==> src/rtl/axi_lite_pkg.sv <==
// rtl/axi_lite_pkg.sv - AXI-Lite response codes and request-master FSM states
package axi_lite_pkg;

  localparam logic [1:0] RESP_OKAY   = 2'b00;
  localparam logic [1:0] RESP_SLVERR = 2'b10;

  typedef enum logic [2:0] {
    IDLE,
    WR,
    WR_RESP,
    RD_ADDR,
    RD_DATA
  } state_t;

  // Anything other than OKAY is reported as an error to the requester.
  function automatic logic resp_is_err(input logic [1:0] resp);
    return resp != RESP_OKAY;
  endfunction

endpackage

==> src/rtl/axi_lite_req_master.sv <==
// rtl/axi_lite_req_master.sv - single-outstanding request port to AXI-Lite master bridge
module axi_lite_req_master
  import axi_lite_pkg::*;
#(
  parameter int AXI_ADDR_WIDTH = 10,
  parameter int AXI_DATA_WIDTH = 8
) (
  input  logic                      clk,
  input  logic                      reset,

  input  logic                      req_valid,
  output logic                      req_ready,
  input  logic                      req_we,
  input  logic [AXI_ADDR_WIDTH-1:0] req_addr,
  input  logic [AXI_DATA_WIDTH-1:0] req_wdata,

  output logic                      resp_valid,
  output logic [AXI_DATA_WIDTH-1:0] resp_rdata,
  output logic                      resp_err,

  output logic [AXI_ADDR_WIDTH-1:0] axi_awaddr,
  output logic                      axi_awvalid,
  input  logic                      axi_awready,

  output logic [AXI_DATA_WIDTH-1:0] axi_wdata,
  output logic                      axi_wstrb,
  output logic                      axi_wvalid,
  input  logic                      axi_wready,

  input  logic [1:0]                axi_bresp,
  input  logic                      axi_bvalid,
  output logic                      axi_bready,

  output logic [AXI_ADDR_WIDTH-1:0] axi_araddr,
  output logic                      axi_arvalid,
  input  logic                      axi_arready,

  input  logic [AXI_DATA_WIDTH-1:0] axi_rdata,
  input  logic [1:0]                axi_rresp,
  input  logic                      axi_rvalid,
  output logic                      axi_rready
);

  state_t                    state;
  state_t                    state_nxt;
  logic [AXI_ADDR_WIDTH-1:0] addr_q;
  logic [AXI_DATA_WIDTH-1:0] wdata_q;
  logic                      aw_done;
  logic                      w_done;
  logic                      resp_valid_q;
  logic                      resp_err_q;
  logic [AXI_DATA_WIDTH-1:0] rdata_q;

  logic req_hs;
  logic aw_hs;
  logic w_hs;
  logic b_hs;
  logic r_hs;

  assign axi_awaddr = addr_q;
  assign axi_araddr = addr_q;
  assign axi_wdata  = wdata_q;
  assign axi_wstrb  = 1'b1;

  // Outputs are masked by reset so nothing is offered even in the cycle reset rises.
  assign resp_valid = resp_valid_q & ~reset;
  assign resp_err   = resp_err_q & ~reset;
  assign resp_rdata = reset ? '0 : rdata_q;

  assign req_hs = req_valid & req_ready;
  assign aw_hs  = axi_awvalid & axi_awready;
  assign w_hs   = axi_wvalid & axi_wready;
  assign b_hs   = axi_bvalid & axi_bready;
  assign r_hs   = axi_rvalid & axi_rready;

  always_comb begin
    state_nxt   = state;
    req_ready   = 1'b0;
    axi_awvalid = 1'b0;
    axi_wvalid  = 1'b0;
    axi_bready  = 1'b0;
    axi_arvalid = 1'b0;
    axi_rready  = 1'b0;
    if (!reset) begin
      case (state)
        IDLE: begin
          req_ready = 1'b1;
          if (req_valid) begin
            state_nxt = req_we ? WR : RD_ADDR;
          end
        end
        WR: begin
          axi_awvalid = ~aw_done;
          axi_wvalid  = ~w_done;
          // aw and w may complete in either order; leave once both have.
          if ((aw_done | (~aw_done & axi_awready)) && (w_done | (~w_done & axi_wready))) begin
            state_nxt = WR_RESP;
          end
        end
        WR_RESP: begin
          axi_bready = 1'b1;
          if (axi_bvalid) begin
            state_nxt = IDLE;
          end
        end
        RD_ADDR: begin
          axi_arvalid = 1'b1;
          if (axi_arready) begin
            state_nxt = RD_DATA;
          end
        end
        RD_DATA: begin
          axi_rready = 1'b1;
          if (axi_rvalid) begin
            state_nxt = IDLE;
          end
        end
        default: state_nxt = IDLE;
      endcase
    end
  end

  always_ff @(posedge clk) begin
    if (reset) begin
      state        <= IDLE;
      addr_q       <= '0;
      wdata_q      <= '0;
      aw_done      <= 1'b0;
      w_done       <= 1'b0;
      resp_valid_q <= 1'b0;
      resp_err_q   <= 1'b0;
      rdata_q      <= '0;
    end else begin
      state        <= state_nxt;
      resp_valid_q <= 1'b0;
      if (req_hs) begin
        addr_q  <= req_addr;
        wdata_q <= req_wdata;
        aw_done <= 1'b0;
        w_done  <= 1'b0;
      end
      if (aw_hs) begin
        aw_done <= 1'b1;
      end
      if (w_hs) begin
        w_done <= 1'b1;
      end
      if (b_hs) begin
        resp_valid_q <= 1'b1;
        resp_err_q   <= resp_is_err(axi_bresp);
      end
      // Read data is only replaced by a completed read; writes leave it alone.
      if (r_hs) begin
        resp_valid_q <= 1'b1;
        resp_err_q   <= resp_is_err(axi_rresp);
        rdata_q      <= axi_rdata;
      end
    end
  end

endmodule

==> config.mk <==
export PLATFORM = sky130hd
export DESIGN_NAME = axi_lite_req_master
export DESIGN_NICKNAME = d
export VERILOG_FILES = /design/src/rtl/axi_lite_pkg.sv /design/src/rtl/axi_lite_req_master.sv
export SDC_FILE = /design/constraint.sdc
export NUM_CORES = 1
export LEC_CHECK = 0
export ABC_AREA = 1
export CORE_MARGIN = 2
export CORE_UTILIZATION = 39
export DETAILED_ROUTE_END_ITERATION = 8
export GPL_TIMING_DRIVEN = 0
export HOLD_SLACK_MARGIN = 0.08
export PLACE_DENSITY = 0.8
export SYNTH_ARGS = -nofsm -noshare
export SYNTH_HDL_FRONTEND = slang
export SYNTH_SLANG_ARGS = --single-unit
==> constraint.sdc <==
create_clock -name clk -period 1.4 [get_ports clk]
set_input_delay 0.14 -clock clk [delete_from_list [all_inputs] [get_ports clk]]
set_output_delay 0.14 -clock clk [all_outputs]
set_load 0.005 [all_outputs]
# Yosys cells after proc, flatten, opt, wreduce, memory -nomap -nowiden
# Cells that the tools add are included.
op_classes:
  eq_ne: 9
  n_div: 0
  n_mul: 0
  add_sub_neg: 0
  mux: 27
  bitwise: 14
  shifts: 0
  reduce_logical: 8
  n_lt_le_gt_ge: 0
ops:
  columns: ["cell", "count"]
  rows:
  - ["2-to-1 mux 1 bit", 19]
  - ["2-to-1 mux 3 bit", 5]
  - ["case mux 3 bit (5 select lines)", 1]
  - ["!= test 2 bit (second input constant)", 5]
  - ["nonzero test 2 bit", 5]
  - ["AND 1 bit", 9]
  - ["2-to-1 mux 8 bit", 1]
  - ["== test 3 x 2 -> 1 bit (second input constant)", 2]
  - ["AND reduction 5 bit", 1]
  - ["== test 3 x 1 -> 1 bit (second input constant)", 1]
  - ["== test 3 bit (second input constant)", 1]
  - ["zero test 3 bit", 1]
  - ["NOT 1 bit", 3]
  - ["2-to-1 mux 2 bit", 1]
  - ["bitwise OR 1 bit", 2]
  - ["logical AND 1 bit", 1]
word_totals:
  ram_bits: 0
  mem_count: 0
  rom_bits: 0
  latchBits: 0
  out_inout_bits: 45
  register_bits: 33

# Logic depth before layout (Yosys ltp)
# Gate-level depths: netlist of run 1.
depth:
  word_depth: 6
  ltp_mapped: 9

# Worst setup path before layout of run 1
# No wires, ideal clock.
synth_path:
  path_kind: "reg-to-reg"
  startpoint: "register state[2]"
  endpoint: "register aw_done"
  path_slack_ns: 0.216
  n_path_buf: 2
  arrival_time_ns: 1.070
  path_stages_with_launch: 9
  path_cell_list: "dfxtp_1 -> buf_6 -> nor2_4 -> nand2_2 -> nor2_4 -> nand2_4 -> buf_6 -> a21oi_1 -> nor2_1"
synth_via:
  elab_chain_len: 5
synth_rtl:
  columns: ["item", "line", "text"]
  rows:
  - ["start: declaration", "axi_lite_req_master.sv:44", "state_t state;"]
  - ["start signal: assignment", "axi_lite_req_master.sv:134", "state <= state_nxt;"]
  - ["zero test 3 bit", "axi_lite_req_master.sv:85", "case (state)"]
  - ["2-to-1 mux 1 bit", "axi_lite_req_master.sv:85", null]
  - ["2-to-1 mux 1 bit", "axi_lite_req_master.sv:84", "if (!reset) begin"]
  - ["net req_ready", "axi_lite_req_master.sv:12", "output logic req_ready,"]
  - ["AND 1 bit", "axi_lite_req_master.sv:70", "assign req_hs = req_valid & req_ready;"]
  - ["nonzero test 2 bit (no line)", null, null]
  - ["end signal: assignment", "axi_lite_req_master.sv:128", "aw_done <= 1'b0;"]
  - ["end signal: assignment", "axi_lite_req_master.sv:139", "aw_done <= 1'b0;"]
  - ["end signal: assignment", "axi_lite_req_master.sv:143", "aw_done <= 1'b1;"]
  - ["end: declaration", "axi_lite_req_master.sv:48", "logic aw_done;"]
# The timed path passes the listed nets, and every way through them passes these cells.
# A chain may end at the register's enable or synchronous reset.

# Worst setup path after layout of run 1
layout_path:
  startpoint: "register state[1]"
  endpoint: "output axi_awvalid"
layout_via:
  elab_chain_len: 3
layout_rtl:
  columns: ["item", "line", "text"]
  rows:
  - ["== test 3 x 1 -> 1 bit", "axi_lite_req_master.sv:85", null]
  - ["2-to-1 mux 1 bit", "axi_lite_req_master.sv:85", null]
  - ["2-to-1 mux 1 bit", "axi_lite_req_master.sv:84", null]
  - ["end: declaration", "axi_lite_req_master.sv:22", "output logic axi_awvalid,"]
# No other way between the ends.

==> impl_metrics.tcl, run 1 <==
set metrics [dict create \
    cts.sinks 33 \
    ant_nets 0 \
    grt_max_degree 11 \
    die_y_um 67.38 \
    dpl_cell_area_um2 2440 \
    met2_usage 0.3007 \
    clk_latency_ns 0.28 \
    clockBufferDepth 2 \
    clock.fmax_mhz 711.3 \
    grt_pass1_vias 1465 \
    wl_per_cell_um 10.92 \
    slew_viol_final 0 \
    synthToLayoutAreaGrowth_pct 68.21 \
    yosysWarnings 0 \
    fin_ws_ns -0.005897 \
    coreArea_um2 3943 \
    place_hpwl_um 2891 \
    finalClockSkew_ns 0.004386 \
    cp_max_fo 5 \
    cts_root_buf "clkbuf_8" \
    reg2reg_depth 8 \
    p_leak_nw 1.280 \
    stdcell_area_um2 2635 \
    cts.clk_slew.worst_paths_ns 0.07 \
    slowest_stage "dfxtp_4" \
    violations "negative setup slack" \
    endpoint_kind "output port" \
    status "finished with violations" \
    antenna_found_initial 0 \
    viasPerCell 4.528 \
    hold-path-cell-count 4 \
    finalHoldWorstSlack_ns 0.3668 \
    die_w_um 67.38 \
    postSynthAreaPerCell_um2 7.424 \
    num_antenna_cells 0 \
    die_area_um2 4539 \
    crit_family "flip-flops" \
    drtIter0Drc 52 \
    yosysUniqueCellTypes 29 \
    drc 0 \
    path_cells "inv_4 -> nand2_4 -> nor2_4 -> inv_2 -> nor3_2 -> buf_2" \
    synth_seq_cells 33 \
    final_net_count 342 \
    overflow 0 \
    post-route-period-util 1.004 \
    cp_num_cells 6 \
    hold_class "primary input to flip-flop" \
    syn_area_um2 1567 \
    vias 1603 \
    path_class "flip-flop to output port" \
    port_buffers 81 \
    drive_gt1_frac 0.2467 \
    hold_buffers 0 \
    io_pins 84 \
    finalWeightedCongestion 0.7964 \
    path_buf_inv 3 \
    dr.pass1.iters 4 \
    hold_viol 0 \
    slowest_delay_ns 0.37 \
    rsz0062_at_grt "true" \
    setup_tns_ns -0.005897 \
    rows 23 \
    numCtsBuffers 5 \
    tritoncts "done" \
    startpoint_type "flip-flop" \
    syn_nets 250 \
    grt_use_met1 0.2021 \
    ys_seq_area_frac 0.4217 \
    ir_worst_vdd_v 0.0008326 \
    grt.busiest_layer "met2" \
    grt_use_total 0.1765 \
    htreeDepth 2 \
    netlist_instances 211 \
    cellPowerDensity_nw_per_um2 1475 \
    routed_wl_um 3865 \
    cp.arrival_ns 1.27 \
    met3_usage 0.06333 \
    period_minus_slack_ns 1.406 \
    setup_viol 1 \
    initial_core_util 0.3973 \
    cp.required_ns 1.26 \
    max-cap-violations 0 \
    grt_pass1_wl_um 6078 \
]
[metrics by stage]
stage | cells | total power [W] | util | setup slack [ns]
after floorplan | 211 | 0.002149 | - | 0.2159
after global placement | 342 | 0.002811 | 0.6189 | -0.1758
after detailed placement | 342 | 0.002850 | 0.6189 | -0.2218
after CTS | 352 | 0.003823 | 0.6544 | -0.07930
after global routing | 354 | 0.004166 | 0.6684 | -0.08046
final | 354 | 0.003887 | 0.6684 | -0.005897
[layer usage]
metal | vias up | wire length [um]
met5 | - | 0
met4 | 0 | 39
met3 | 4 | 371
met2 | 61 | 1846
met1 | 710 | 1607
li1 | 828 | -
[worst paths after layout]
path / from / end / slack (ns)
worst max-delay path: state[1] / axi_awvalid / -0.006
worst min-delay path: reset / w_done / 0.37
worst max register to register: state[1] / rdata_q[6] / 0.09
worst min register to register: rdata_q[5] / rdata_q[5] / 0.45
[sequential cells by signal, indices dropped and copies added, names as in the netlist]
register and cells:
aw_done 1, axi_araddr 10, axi_wdata 8, rdata_q 8, resp_err_q 1, resp_valid_q 1, state 3, w_done 1
[worst min-delay path: stages]
cell	delay [ns]
buf_2	0.24
nor3_2	0.08
a21oi_1	0.10
nor2_1	0.04
[cells in the final DEF, fill, tap and decap left out, drive strengths merged, types with 6 or more instances in the layout]
| master | n |
|---|---|
| dfxtp | 33 |
| nand3 | 20 |
| inv | 22 |
| nand2 | 58 |
| o21ai | 10 |
| buf | 26 |
| clkbuf | 9 |
| dlymetal6s2s | 6 |
| a21oi | 11 |
| nor2 | 28 |
| clkdlybuf4s50 | 67 |
[cell type report]
class	instances	area, um2
Fill cell	335	1308
Timing Repair Buffer	85	834.6
Multi-Input combinational cell	135	688.2
Sequential cell	33	680.7
Buffer	21	162.7
Inverter	22	90.09
Clock buffer	7	86.33
Tap cell	50	62.56
Clock inverter	1	30.03
[report_power, final]
| group | total, W | internal [W] | switching (W) |
|---|---|---|---|
| sequential | 0.00131 | 0.00116 | 0.000152 |
| clock | 0.000918 | 0.000580 | 0.000338 |
| combinational | 0.00166 | 0.000906 | 0.000750 |
| total | 0.00389 | 0.00265 | 0.00124 |
[logic make-up after synthesis]
| family | count (synthesis) | share of synthesized area |
|---|---|---|
| AOI/OAI and AO/OA | 22 | 0.07907 |
| DFF | 33 | 0.4217 |
| other | 1 | 0.002394 |
| buffers and inverters | 43 | 0.1589 |
| and+or+nand+nor | 112 | 0.3379 |
[cell usage after synthesis]
master    instances  area share
nor4_1            1      0.0040
nand2_1          45        0.11
inv_6             1      0.0056
a21oi_1          10       0.032
nor2_2            2      0.0080
nand3_1          20       0.064
o21ai_0           7       0.022
nor3_1            2      0.0064
nor2_1           23       0.055
or2_2             1      0.0040
nand2_2          11       0.044
inv_2             1      0.0024
o211ai_1          1      0.0048
buf_1             2      0.0048
nand3b_1          1      0.0048
nand2_4           2       0.014
buf_4            11       0.053
buf_2             2      0.0064
inv_1            20       0.048
a21oi_2           1      0.0056
clkbuf_1          2      0.0048
conb_1            1      0.0024
o21ai_1           1      0.0032
nor2_4            3       0.022
buf_12            1       0.013
nand4_1           1      0.0040
o21ai_2           2       0.011
dfxtp_1          33        0.42
buf_6             3       0.022
[repair_timing]
item / CTS / global route
setup buffers: 2 / 2
gates resized for setup: 26 / 22
pin swaps: 2 / 3
endpoints found under the setup margin: 18 / 20
Note: power is estimated with default switching activity, not from simulation.
==> run 2: changes to the inputs <==
--- a/config.mk
+++ b/config.mk
@@ -6,6 +6,7 @@
 export NUM_CORES = 1
 export LEC_CHECK = 0
 export ABC_AREA = 1
+export ABC_CLOCK_PERIOD_IN_PS = 1400
 export CORE_MARGIN = 2
 export CORE_UTILIZATION = 39
 export DETAILED_ROUTE_END_ITERATION = 8
==> results of run 2 <==
The final DEF is identical to that of run 1; final timing and power are the same.
==> run 3: changes to the inputs <==
--- a/config.mk
+++ b/config.mk
@@ -12,6 +12,7 @@
 export DETAILED_ROUTE_END_ITERATION = 8
 export GPL_TIMING_DRIVEN = 0
 export HOLD_SLACK_MARGIN = 0.08
+export MAX_ROUTING_LAYER = met4
 export PLACE_DENSITY = 0.8
 export SYNTH_ARGS = -nofsm -noshare
 export SYNTH_HDL_FRONTEND = slang
==> run 3 against run 2 <==
Net effect: the run still ends with negative setup slack left; first-iteration DRC count fell by 3.8%; fmax is essentially flat; utilization unchanged; non-clock buffer count stayed put; hold slack about the same; combinational power about the same; flip-flop and latch count did not move; design area is the same; register-to-register slack hardly changed; die area did not move; critical path type unchanged; critical endpoint unchanged; largest cell class unchanged; largest power group unchanged.
==> impl_metrics.tcl, run 3 (same netlist as run 1, synthesis figures left out) <==
set metrics [dict create \
    endpoint_kind "output port" \
    max-cap-violations 0 \
    clkPwrFrac 0.236 \
    num_antenna_cells 0 \
    stdcell_area_um2 2635 \
    violations "negative setup slack" \
    overflow 0 \
    coreArea_um2 3943 \
    setup_viol 1 \
    grt_pass1_vias 1465 \
    grt_max_degree 11 \
    multi_input_area_um2 688.2 \
    p_leak_nw 1.280 \
    wl_per_cell_um 10.90 \
    drc 0 \
    htreeDepth 2 \
    die_w_um 67.38 \
    rows 23 \
    clockBufferDepth 2 \
    intPower_w 0.002647 \
    hold_buffers 0 \
    grt_use_total 0.1816 \
    finalClockSkew_ns 0.005329 \
    switching_power_w 0.001241 \
    antenna_found_initial 0 \
    slew_viol_final 0 \
    regArea_um2 680.7 \
    dpl_cell_area_um2 2440 \
    ir_worst_vdd_v 0.0008329 \
    port_buffers 81 \
    final_cell_mix "clkdlybuf4s50_1 (67), nand2_1 (44), nor2_1 (21), dfxtp_1 (21), nand3_1 (20)" \
    cellPowerDensity_nw_per_um2 1476 \
    initial_core_util 0.3973 \
    synthToLayoutAreaGrowth_pct 68.21 \
    cp.required_ns 1.26 \
    final_net_count 342 \
    routed_wl_um 3860 \
    sw_frac_of_total 0.3191 \
    period_minus_slack_ns 1.405 \
    path_class "flip-flop to output port" \
    combPwrFrac 0.426 \
    final_common_cell "clkdlybuf4s50_1" \
    io_pins 84 \
    grt_pass1_wl_um 6078 \
    clk_latency_ns 0.28 \
    cts.sinks 33 \
    cp.arrival_ns 1.26 \
    hold_class "primary input to flip-flop" \
    vias 1600 \
    post-route-period-util 1.003 \
    p_seq_frac 0.338 \
    numCtsBuffers 5 \
    cts.clk_slew.worst_paths_ns 0.07 \
    finalWeightedCongestion 0.8078 \
    drtIter0Drc 50 \
    rsz0062_at_grt "true" \
    finalHoldWorstSlack_ns 0.3665 \
    n_fill_cell 335 \
    p_total_w 0.003888 \
    ant_nets 0 \
    place_hpwl_um 2891 \
    tritoncts "done" \
    cts_root_buf "clkbuf_8" \
    drive_gt1_frac 0.2467 \
    viasPerCell 4.520 \
    cp_max_fo 5 \
    status "finished with violations" \
    dr.pass1.iters 4 \
    die_y_um 67.38 \
    fin_ws_ns -0.004605 \
    clock.fmax_mhz 711.9 \
    die_area_um2 4539 \
    largest_reg_flops 10 \
    hold_viol 0 \
    startpoint_type "flip-flop" \
]
[run 3: cell counts in the layout (fill, tap and decap cells not counted)]
No cell type changed its count.
[run 3: repair_timing]
| item | in CTS | in global routing |
|---|---|---|
| pin swaps | 2 | 3 |
| setup buffers | 2 | 2 |
| endpoints found under the setup margin | 18 | 20 |
| resized for setup | 26 | 22 |
[run 3: layer usage]
| layer | wire, um | up-vias | track usage |
|---|---|---|---|
| met4 | 38 | 0 | 0.06633 |
| met5 | 0 | - | - |
| met2 | 1849 | 59 | 0.3007 |
| met3 | 362 | 5 | 0.06333 |
| met1 | 1609 | 708 | 0.2021 |
| li1 | - | 828 | - |
[run 3: power by group through the flow]
stage          clock, W  combinational, W  sequential, W
6_report       0.000918           0.00166        0.00131
5_1_grt        0.000984           0.00184        0.00135
4_1_cts        0.000939           0.00160        0.00129
3_5_place_dp          0           0.00156        0.00129
3_3_place_gp          0           0.00153        0.00128
2_1_floorplan         0          0.000870        0.00128
[run 3: path summary, 6_finish.rpt]
| check | startpoint | endpoint | slack (ns) | cells after the start |
|---|---|---|---|---|
| setup reg to reg | state[1] | rdata_q[6] | 0.09 | 8 |
| hold / removal | reset | w_done | 0.37 | 4 |
| setup / recovery | state[1] | axi_awvalid | -0.005 | 6 |
| hold reg to reg | rdata_q[5] | rdata_q[5] | 0.45 | 2 |
[run 3: cell type report]
class	count	share of cell area
Buffer	21	0.06173
Clock buffer	7	0.03276
Clock inverter	1	0.01140
Inverter	22	0.03419
Multi-Input combinational cell	135	0.2612
Sequential cell	33	0.2583
Tap cell	50	0.02374
Timing Repair Buffer	85	0.3167
[run 3: critical path: stages, from the launching register on]
cell	delay, ns
dfxtp_4	0.37
inv_4	0.07
nand2_4	0.05
nor2_4	0.11
inv_2	0.05
nor3_2	0.19
buf_2	0.15
[run 3: per-stage QoR]
| stage | TNS, ns | utilization | setup WS (ns) | std cells |
|---|---|---|---|---|
| 3_3_place_gp | -0.9512 | 0.6189 | -0.1758 | 342 |
| 3_5_place_dp | -0.9291 | 0.6189 | -0.2218 | 342 |
| 4_1_cts | -0.1135 | 0.6544 | -0.07930 | 352 |
| 5_1_grt | -0.2297 | 0.6684 | -0.08046 | 354 |
| 6_report | -0.004605 | 0.6684 | -0.004605 | 354 |
| 2_1_floorplan | 0 | - | 0.2159 | 211 |
